$ cat src/rtl/midi_pkg.sv
// ---------------------------------------------------------------------------
// midi_pkg
// Shared definitions for the MIDI note decoder:
//   - MIDI status nibbles (note off / note on / system)
//   - parser and receiver state encodings
//   - octave -1 square-wave periods at 50 MHz (BASE) and the note split helper
// ---------------------------------------------------------------------------
package midi_pkg;

  localparam logic [3:0] NOTE_OFF = 4'h8;
  localparam logic [3:0] NOTE_ON  = 4'h9;
  localparam logic [3:0] SYS      = 4'hF;

  typedef enum logic [1:0] {
    P_IDLE    = 2'd0,
    P_WAIT_D1 = 2'd1,
    P_WAIT_D2 = 2'd2,
    P_SKIP    = 2'd3
  } parse_state_e;

  typedef enum logic [1:0] {
    RX_IDLE  = 2'd0,
    RX_START = 2'd1,
    RX_DATA  = 2'd2,
    RX_STOP  = 2'd3
  } rx_state_e;

  typedef struct packed {
    logic [3:0] oct;
    logic [3:0] semi;
  } note_split_t;

  // Period of each semitone in octave -1, in 50 MHz cycles, rounded to nearest.
  localparam logic [31:0] BASE [12] = '{
    32'd6115610, 32'd5772367, 32'd5448389, 32'd5142595,
    32'd4853963, 32'd4581531, 32'd4324390, 32'd4081680,
    32'd3852593, 32'd3636364, 32'd3432270, 32'd3239632
  };

  function automatic logic [31:0] base_period(input logic [3:0] semi);
    logic [31:0] p;
    p = 32'd0;
    for (int i = 0; i < 12; i++) begin
      if (semi == 4'(i)) p = BASE[i];
    end
    return p;
  endfunction

  // Constant-divisor split of a 7-bit note number; reduces to a 128-entry table.
  function automatic note_split_t split_note(input logic [6:0] note);
    note_split_t s;
    s.oct  = 4'(note / 7'd12);
    s.semi = 4'(note % 7'd12);
    return s;
  endfunction

endpackage

$ cat src/rtl/midi_note_decoder_if.sv
// ---------------------------------------------------------------------------
// midi_note_decoder_if
// Control side of the voice interface.
//   note_on / note_off : one-cycle strobes
//   gate               : high while a note is held
//   note, velocity     : last note-on note number and velocity
//   period             : square-wave period of note, in clk cycles
//   frame_err          : one-cycle strobe, stop bit sampled low
// master = decoder (drives), slave = note bank (receives).
// ---------------------------------------------------------------------------
interface midi_note_decoder_if;
  logic        note_on;
  logic        note_off;
  logic        gate;
  logic [6:0]  note;
  logic [6:0]  velocity;
  logic [31:0] period;
  logic        frame_err;

  modport master (output note_on, note_off, gate, note, velocity, period, frame_err);
  modport slave  (input  note_on, note_off, gate, note, velocity, period, frame_err);
endinterface

$ cat src/rtl/midi_uart_rx.sv
// ---------------------------------------------------------------------------
// midi_uart_rx
// 8N1 serial receiver for the MIDI input pin.
//   clk, rst_b  : clock, asynchronous active-low reset
//   rx          : raw asynchronous serial line, idle high
//   byte_valid  : one-cycle strobe, byte_data holds a good byte
//   byte_data   : received byte (LSB first on the wire)
//   frame_err   : one-cycle strobe, stop bit sampled low, byte dropped
// ---------------------------------------------------------------------------
module midi_uart_rx
  import midi_pkg::*;
#(
  parameter int unsigned CLKS_PER_BIT = 1600
) (
  input  logic       clk,
  input  logic       rst_b,
  input  logic       rx,
  output logic       byte_valid,
  output logic [7:0] byte_data,
  output logic       frame_err
);

  localparam int unsigned CW = (CLKS_PER_BIT > 1) ? $clog2(CLKS_PER_BIT) : 1;
  localparam logic [CW-1:0] FULL = CW'(CLKS_PER_BIT - 1);
  localparam logic [CW-1:0] HALF = CW'(CLKS_PER_BIT / 2 - 1);

  logic          sync1_q, sync2_q, prev_q;
  rx_state_e     state_q, state_d;
  logic [CW-1:0] cnt_q, cnt_d;
  logic [2:0]    bit_q, bit_d;
  logic [7:0]    shift_q, shift_d;
  logic          valid_q, valid_d;
  logic          ferr_q, ferr_d;

  always_comb begin
    // NOTE: every output gets a default first so no path leaves it unassigned (no latch).
    state_d = state_q;
    cnt_d   = cnt_q + 1'b1;
    bit_d   = bit_q;
    shift_d = shift_q;
    valid_d = 1'b0;
    ferr_d  = 1'b0;
    unique case (state_q)
      RX_IDLE: begin
        cnt_d = '0;
        // prev_q resets low, so a line held low through reset is not taken as a start.
        if (prev_q && !sync2_q) state_d = RX_START;
      end
      RX_START: begin
        if (cnt_q == HALF) begin
          cnt_d = '0;
          bit_d = '0;
          state_d = sync2_q ? RX_IDLE : RX_DATA;
        end
      end
      RX_DATA: begin
        if (cnt_q == FULL) begin
          cnt_d   = '0;
          shift_d = {sync2_q, shift_q[7:1]};
          if (bit_q == 3'd7) state_d = RX_STOP;
          else               bit_d   = bit_q + 1'b1;
        end
      end
      RX_STOP: begin
        if (cnt_q == FULL) begin
          cnt_d   = '0;
          state_d = RX_IDLE;
          valid_d = sync2_q;
          ferr_d  = !sync2_q;
        end
      end
      default: state_d = RX_IDLE;
    endcase
  end

  always_ff @(posedge clk or negedge rst_b) begin
    if (!rst_b) begin
      sync1_q <= 1'b0;
      sync2_q <= 1'b0;
      prev_q  <= 1'b0;
      state_q <= RX_IDLE;
      cnt_q   <= '0;
      bit_q   <= '0;
      shift_q <= '0;
      valid_q <= 1'b0;
      ferr_q  <= 1'b0;
    end else begin
      // NOTE: non-blocking assignments so every flop samples pre-edge values.
      sync1_q <= rx;
      sync2_q <= sync1_q;
      prev_q  <= sync2_q;
      state_q <= state_d;
      cnt_q   <= cnt_d;
      bit_q   <= bit_d;
      shift_q <= shift_d;
      valid_q <= valid_d;
      ferr_q  <= ferr_d;
    end
  end

  assign byte_valid = valid_q;
  assign byte_data  = shift_q;
  assign frame_err  = ferr_q;

endmodule

$ cat src/rtl/midi_note_decoder.sv
// ---------------------------------------------------------------------------
// midi_note_decoder
// Decodes channel note-on / note-off messages from a serial MIDI stream into
// strobes, gate, note/velocity and a square-wave period for the note bank.
//   clk, rst_b : 50 MHz clock, asynchronous active-low reset
//   midi_rx    : raw MIDI input pin, idle high
//   voice      : midi_note_decoder_if.master (note_on, note_off, gate, note,
//                velocity, period, frame_err)
// Build option: define MIDI_RUNNING_STATUS_EN to keep the latched status
// after an event (running status); otherwise the parser returns to idle.
// ---------------------------------------------------------------------------
module midi_note_decoder
  import midi_pkg::*;
#(
  parameter int unsigned CLKS_PER_BIT = 1600,
  parameter int unsigned CHANNEL      = 0
) (
  input  logic                 clk,
  input  logic                 rst_b,
  input  logic                 midi_rx,
  midi_note_decoder_if.master  voice
);

  localparam logic [3:0] CH = 4'(CHANNEL);

  logic       byte_valid;
  logic [7:0] byte_data;
  logic       frame_err;

  midi_uart_rx #(.CLKS_PER_BIT(CLKS_PER_BIT)) u_rx (
    .clk        (clk),
    .rst_b      (rst_b),
    .rx         (midi_rx),
    .byte_valid (byte_valid),
    .byte_data  (byte_data),
    .frame_err  (frame_err)
  );

  // Parser state
  parse_state_e state_q, state_d;
  logic         is_on_q, is_on_d;
  logic [6:0]   d1_q, d1_d;

  // Stage 1: event with note split registered
  logic         s1_valid_q, s1_valid_d;
  logic         s1_on_q, s1_on_d;
  logic [6:0]   s1_note_q, s1_note_d;
  logic [6:0]   s1_vel_q, s1_vel_d;
  note_split_t  s1_split_q, s1_split_d;

  // Stage 2: registered outputs
  logic         note_on_q, note_on_d;
  logic         note_off_q, note_off_d;
  logic         gate_q, gate_d;
  logic [6:0]   note_q, note_d;
  logic [6:0]   vel_q, vel_d;
  logic [31:0]  period_q, period_d;

  always_comb begin
    state_d     = state_q;
    is_on_d     = is_on_q;
    d1_d        = d1_q;
    s1_valid_d  = 1'b0;
    s1_on_d     = is_on_q;
    s1_note_d   = d1_q;
    s1_vel_d    = byte_data[6:0];
    s1_split_d  = split_note(d1_q);
    if (byte_valid) begin
      if (byte_data[7]) begin
        if (byte_data[7:4] == SYS) begin
          // F8-FF are real-time and fully transparent; F0-F7 cancel running status.
          if (!byte_data[3]) begin
            state_d = P_IDLE;
            is_on_d = 1'b0;
          end
        end else if ((byte_data[7:4] == NOTE_ON || byte_data[7:4] == NOTE_OFF) &&
                     byte_data[3:0] == CH) begin
          state_d = P_WAIT_D1;
          is_on_d = (byte_data[7:4] == NOTE_ON);
        end else begin
          state_d = P_SKIP;
        end
      end else begin
        unique case (state_q)
          P_WAIT_D1: begin
            d1_d    = byte_data[6:0];
            state_d = P_WAIT_D2;
          end
          P_WAIT_D2: begin
            s1_valid_d = 1'b1;
`ifdef MIDI_RUNNING_STATUS_EN
            state_d = P_WAIT_D1;
`else
            state_d = P_IDLE;
`endif
          end
          default: state_d = state_q;
        endcase
      end
    end
  end

  always_comb begin
    note_on_d  = 1'b0;
    note_off_d = 1'b0;
    gate_d     = gate_q;
    note_d     = note_q;
    vel_d      = vel_q;
    period_d   = period_q;
    if (s1_valid_q) begin
      if (s1_on_q && s1_vel_q != 7'd0) begin
        note_on_d = 1'b1;
        gate_d    = 1'b1;
        note_d    = s1_note_q;
        vel_d     = s1_vel_q;
        period_d  = base_period(s1_split_q.semi) >> s1_split_q.oct;
      end else if (gate_q && s1_note_q == note_q) begin
        // Release only the held note; note/velocity/period stay for the voice tail.
        note_off_d = 1'b1;
        gate_d     = 1'b0;
      end
    end
  end

  always_ff @(posedge clk or negedge rst_b) begin
    if (!rst_b) begin
      state_q    <= P_IDLE;
      is_on_q    <= 1'b0;
      d1_q       <= '0;
      s1_valid_q <= 1'b0;
      s1_on_q    <= 1'b0;
      s1_note_q  <= '0;
      s1_vel_q   <= '0;
      s1_split_q <= '0;
      note_on_q  <= 1'b0;
      note_off_q <= 1'b0;
      gate_q     <= 1'b0;
      note_q     <= '0;
      vel_q      <= '0;
      period_q   <= '0;
    end else begin
      state_q    <= state_d;
      is_on_q    <= is_on_d;
      d1_q       <= d1_d;
      s1_valid_q <= s1_valid_d;
      s1_on_q    <= s1_on_d;
      s1_note_q  <= s1_note_d;
      s1_vel_q   <= s1_vel_d;
      s1_split_q <= s1_split_d;
      note_on_q  <= note_on_d;
      note_off_q <= note_off_d;
      gate_q     <= gate_d;
      note_q     <= note_d;
      vel_q      <= vel_d;
      period_q   <= period_d;
    end
  end

  assign voice.note_on   = note_on_q;
  assign voice.note_off  = note_off_q;
  assign voice.gate      = gate_q;
  assign voice.note      = note_q;
  assign voice.velocity  = vel_q;
  assign voice.period    = period_q;
  assign voice.frame_err = frame_err;

endmodule

$ cat src/flat_wrapper.sv
// flat-port wrapper written by rule: the top's interface ports become plain ports
module midi_note_decoder_flat import midi_pkg::*;
#(
  parameter int unsigned CLKS_PER_BIT = 1600,
  parameter int unsigned CHANNEL      = 0
)
  (clk, rst_b, midi_rx, voice_note_on, voice_note_off, voice_gate, voice_note, voice_velocity, voice_period, voice_frame_err);
  midi_note_decoder_if voice_i ();
  input  logic clk;
  input  logic rst_b;
  input  logic midi_rx;
  output wire logic [$bits(voice_i.note_on)-1:0] voice_note_on;
  output wire logic [$bits(voice_i.note_off)-1:0] voice_note_off;
  output wire logic [$bits(voice_i.gate)-1:0] voice_gate;
  output wire logic [$bits(voice_i.note)-1:0] voice_note;
  output wire logic [$bits(voice_i.velocity)-1:0] voice_velocity;
  output wire logic [$bits(voice_i.period)-1:0] voice_period;
  output wire logic [$bits(voice_i.frame_err)-1:0] voice_frame_err;
  assign voice_note_on = voice_i.note_on;
  assign voice_note_off = voice_i.note_off;
  assign voice_gate = voice_i.gate;
  assign voice_note = voice_i.note;
  assign voice_velocity = voice_i.velocity;
  assign voice_period = voice_i.period;
  assign voice_frame_err = voice_i.frame_err;
  midi_note_decoder #(.CLKS_PER_BIT(CLKS_PER_BIT), .CHANNEL(CHANNEL)) u_core (.clk(clk), .rst_b(rst_b), .midi_rx(midi_rx), .voice(voice_i));
endmodule
$ cat config.mk
export PLATFORM = sky130hd
export DESIGN_NAME = midi_note_decoder_flat
export DESIGN_NICKNAME = d
export VERILOG_FILES = /design/src/rtl/midi_pkg.sv /design/src/rtl/midi_note_decoder_if.sv /design/src/rtl/midi_uart_rx.sv /design/src/rtl/midi_note_decoder.sv /design/src/flat_wrapper.sv
export SDC_FILE = /design/constraint.sdc
export NUM_CORES = 1
export LEC_CHECK = 0
export ABC_AREA = 0
export CAP_MARGIN = 20
export CORE_ASPECT_RATIO = 1.1
export CORE_MARGIN = 2
export CORE_UTILIZATION = 55
export DETAILED_ROUTE_END_ITERATION = 12
export PLACE_DENSITY = 0.75
export SETUP_SLACK_MARGIN = 0.1
export SLEW_MARGIN = 20
export SYNTH_ARGS = -nofsm -noshare
export SYNTH_HDL_FRONTEND = slang
export SYNTH_SLANG_ARGS = --single-unit
$ cat constraint.sdc
create_clock -name clk -period 2.92 [get_ports clk]
set_clock_uncertainty 0.2 [all_clocks]
set_input_delay 0.584 -clock clk [delete_from_list [all_inputs] [get_ports clk]]
set_output_delay 0.584 -clock clk [all_outputs]
set_load 0.005 [all_outputs]
Word level (Yosys, flattened, before mapping)
Index checks and enable logic that the tools add are counted.
{"block": "totals", "ff_bits": 112, "word_cells": 134}
{"block": "op_classes", "n_addsub": 2, "div_mod_pow": 2, "n_eq_ne": 31, "shift": 1, "muxes": 50, "bitwise": 1, "reduce_logical": 23}
{"op": "$mux W23", "count": 12}
{"op": "$mux W32", "count": 2}
{"op": "$pmux W11 S3", "count": 1}
{"op": "$shr A32 B4 Y32", "count": 1}
{"op": "$eq A4 B4 Y1 const B", "count": 7}
{"op": "$mux W11", "count": 2}
{"op": "$mux W2", "count": 10}
{"op": "$mux W1", "count": 17}
{"op": "$eq A4 B3 Y1 const B", "count": 4}
{"op": "$ne A2 B2 Y1 const B", "count": 7}
{"op": "$add A11 B1 Y11 const B", "count": 1}
{"op": "$eq A11 B10 Y1 const B", "count": 1}
{"op": "$eq A11 B11 Y1 const B", "count": 1}
{"op": "$mux W3", "count": 3}
{"op": "$eq A4 B2 Y1 const B", "count": 2}
{"op": "$logic_not A4 Y1", "count": 2}
{"op": "$pmux W2 S4", "count": 1}
{"op": "$reduce_and A4 Y1", "count": 2}
{"op": "$div A7 B4 Y7 const B", "count": 1}
{"op": "$eq A7 B7 Y1", "count": 1}
{"op": "$mod A7 B4 Y7 const B", "count": 1}
{"op": "$reduce_bool A7 Y1", "count": 1}
{"op": "$eq A2 B2 Y1 const B", "count": 3}
{"op": "$pmux W3 S2", "count": 1}
{"op": "other kinds (17)", "count": 26}

Depth between registers and ports, before layout
{"block": "logic_depth", "depth_word": 16, "depth_mapped": 10, "mapped_depth_nobuf": 7}

Cells and area by module
From an unflattened synthesis, not the netlist that was laid out.
{"block": "unflattened", "cells_unflattened": 686, "area_unflattened_um2": 6252.2}
{"mod": "midi_note_decoder", "instances": 1, "cells_each": 584, "area_per_inst_um2": 4963.5}
{"mod": "midi_uart_rx", "instances": 1, "cells_each": 102, "area_per_inst_um2": 1288.7}

Worst setup path after synthesis
OpenSTA, ideal clock, no wires.
{"block": "synth_timing", "path_kind": "register -> register", "from": "reg u_core.d1_q[5]", "to": "reg u_core.s1_split_q[2] (netlist bit)", "setup_ps": 129, "t_arrival_ps": 1898, "t_required_ps": 2591, "setup_slack_ps": 693, "stages_incl_launch_ff": 8, "n_path_buf": 0, "period_less_slack_ps": 2227, "path_cell_list": "dfrtp_1 ha_1 nor4b_1 a21o_1 nand2_1 a21boi_1 a221oi_1 a21oi_1"}
{"item": "start: declaration", "line_no": "midi_note_decoder.sv:42", "rtl": "logic [6:0] d1_q, d1_d;"}
{"item": "start signal: assignment", "line_no": "midi_note_decoder.sv:129", "rtl": "d1_q <= '0;"}
{"item": "start signal: assignment", "line_no": "midi_note_decoder.sv:144", "rtl": "d1_q <= d1_d;"}
{"item": "end signal: assignment", "line_no": "midi_note_decoder.sv:149", "rtl": "s1_split_q <= s1_split_d;"}
{"item": "end: declaration", "line_no": "midi_note_decoder.sv:49", "rtl": "note_split_t s1_split_q, s1_split_d;"}

==> metrics.txt <==
outcome finished clean; Fin. Hold Viols 0; unrepaired setup endpoints after global routing no; Port Buffers 43; TNS Setup 0 ns; CTS H-Tree Depth 3; n_diodes 0; most common cell after layout, fill and taps aside dfrtp_1; period utilisation layout 91.83%; post-synth cell types 87; Critical Path RT 3.00 ns; origin of the worst setup path u_core.s1_note_q[0]; overall routed net length 18520 um; Die Span Y about 120 um; VDD IR max between 500 and 600 uV; Hold WC Path Type in -> async; TritonCTS buffer count 9; GRT Total Usage between 30% and 40%; max frequency around 370 MHz; kind of critical path reg -> reg; io pins 53; CTS tree done; Internal 2.100 mW; Reg power frac 52.5%; largest net degree at the start of global routing 56; Area Overhead vs Synth 16.15%; Yosys reg bits 101; vias in the first global route approximately 5600; slack of the critical path roughly 0.24 ns; Cells after Synth 680; clock buffer depth 2; FILL cells 836; first-pass GRT wire length slightly below 30000 um; Skew-Pair Late Insertion Delay 0.34 ns; switching share of power 24.96%; remaining antenna violation count 0; Synth Area in XOR/XNOR under 10%; Comb power frac 5.3%; dpl hpwl 13270 um; area of the core 0.01106 mm2; main combinational cell family by area after synthesis compound AO/OA/AOI/OAI gates; total die area about 0.012 mm2; nets 737; Clk network pwr share 42.2%; maxcap violations 0; GP Congestion slightly below 1; Static Leak 3.258 nW; Clock Tree Root clkbuf_16; CTS Hold Bufs 0; pre-CTS WS 0.2079 ns; critical path endpoint category register; post-synthesis async set-or-reset flop share 100.0%; ys flop type dfrtp_1; drt wl/cell 20.99 um; Rows 40; Ys Warns 0; total grt overflow 0; Power per Cell Area roughly 380 mW/mm2; max-slew violations 0; DR iter-0 viols 444; post-synthesis compound-gate area fraction 23.78%; type of origin of the critical path register; CP arrival around 2.8 ns; final setup fails 0; Synth Area in Simple Gates 17.82%; layout cells sized above 1 approximately 18%; starting density of the core 56.95%; most frequent cells in the layout dfrtp_1 (101), nand2_1 (76), buf_4 (53); # clock sinks 101; reg2reg start u_core.s1_note_q[0]; drt first pass iters 5; setup bufs post-CTS 0; crit path max fanout 17; Post-synth EDFFs 0; post-DR vias/cell 6.532; Reg clk slew, reported paths 0.08 ns; Psw 698.4 uW; antenna violations before repair 0; worst rel slew slack 53.53%; Post-Syn Area approximately 0.0063 mm2; Remaining DRCs 0; syn avg cell area 9.263 um2; Die W 106.0 um; post-route minimum period between 2 and 3 ns; CTS resizes 0; Least-Margin Pin Slew 0.6970 ns; post-synthesis adder-cell area fraction less than 1%; area of the multi-input gates approximately 0.0034 mm2; register area share after synthesis between 40 and 50%; total number of vias 5761; fraction of synthesized area in multiplexers 6.714%; FF/Latch Area 0.002527 mm2
synth_stat cells (all sizes together) (4+ instances only):
master	instances	area, um2
a31o	4	35.03
a21o	7	52.55
nand4	4	25.02
nor4bb	4	40.04
or2	6	37.53
a31oi	14	93.84
a32oi	6	52.55
o21ai	43	215.2
o221ai	8	70.07
nand3	27	135.1
mux2i	13	130.1
dfrtp	101	2527
mux2	26	292.8
nand2	78	302.8
a21oi	26	133.9
a22oi	13	97.59
clkbuf	14	52.55
nor4	6	37.54
a211oi	13	115.1
xnor2	14	122.6
nor2	45	173.9
a22o	9	78.83
buf	54	339.1
o211ai	10	75.07
o22ai	4	25.02
xor2	12	105.1
nor2b	12	75.07
inv	14	55.05
ha	4	50.05
o31ai	5	37.54
nand2b	8	50.05
a221oi	8	82.58
nor3	9	50.05
metrics by stage:
step / std cells / util [%] / hold WS [ns] / power (mW) / instance area (um2)
final: 882 / 66.14 / 0.06537 / 2.799 / 7316
after global routing: 882 / 66.14 / 0.1325 / 2.879 / 7316
after CTS: 882 / 66.10 / 0.09719 / 2.806 / 7311
after detailed placement: 866 / 63.46 / 0.1418 / 1.634 / 7019
after global placement: 866 / 63.46 / 0.1391 / 1.621 / 7019
after floorplan: 688 / - / 0.08841 / 1.589 / 6329
per-layer routing:
metal	wire (um)	track usage (%)
met3	1203	4.576
met1	7272	38.85
met5	0	0
met4	602	12.19
met2	9439	53.76
critical path, stage by stage, from the launching register on:
cell      delay, ns
dfrtp_1        0.58
buf_4          0.27
buf_4          0.18
or4b_1         0.56
o211ai_1       0.12
a32oi_1        0.19
a211oi_2       0.31
nand3_1        0.11
nand3_1        0.10
power by group through the flow:
stage	combinational [mW]	sequential [mW]	clock, mW
after detailed placement	0.142	1.49	0
final	0.149	1.47	1.18
after global placement	0.131	1.49	0
after CTS	0.151	1.47	1.19
after global routing	0.166	1.47	1.24
after floorplan	0.116	1.47	0
cell families after synthesis:
group,count (synthesis)
flip-flops,101
AO/OA/AOI/OAI,204
multiplexers,39
AND/OR/NAND/NOR,223
adder cells (fa/ha/maj),4
XOR/XNOR,26
other,1
buffers and inverters,82
flip-flops by register name, indices dropped and copies added, names as in the netlist, 2 cells and up, named ones only:
register,count
u_core.s1_split_q,6
u_core.s1_note_q,7
u_core.u_rx.cnt_q,11
u_core.s1_vel_q,7
u_core.state_q,2
u_core.d1_q,7
u_core.voice.velocity,7
u_core.voice.period,23
u_core.u_rx.bit_q,3
u_core.u_rx.byte_data,8
u_core.voice.note,7
path summary, 6_finish.rpt:
kind                                                 to  slack [ns]  depth (start not counted)
worst max-delay path             u_core.voice.period[1]        0.24                          8
worst min-delay path            u_core.voice.period[12]        0.07                          1
worst max register to register   u_core.voice.period[1]        0.24                          8
worst min register to register      u_core.u_rx.sync2_q        0.16                          0
max in group asynchronous           u_core.u_rx.sync1_q        1.79                          2
min in group clk                    u_core.u_rx.sync2_q        0.16                          0
cell type report:
cell class	instances	area share [%]
Sequential cell	101	34.55
Timing Repair Buffer	99	12.28
Clock buffer	11	3.318
Tap cell	147	2.514
Clock inverter	5	0.6670
Multi-Input combinational cell	505	45.92
Inverter	14	0.7525
(Power assumes the default switching activity.)
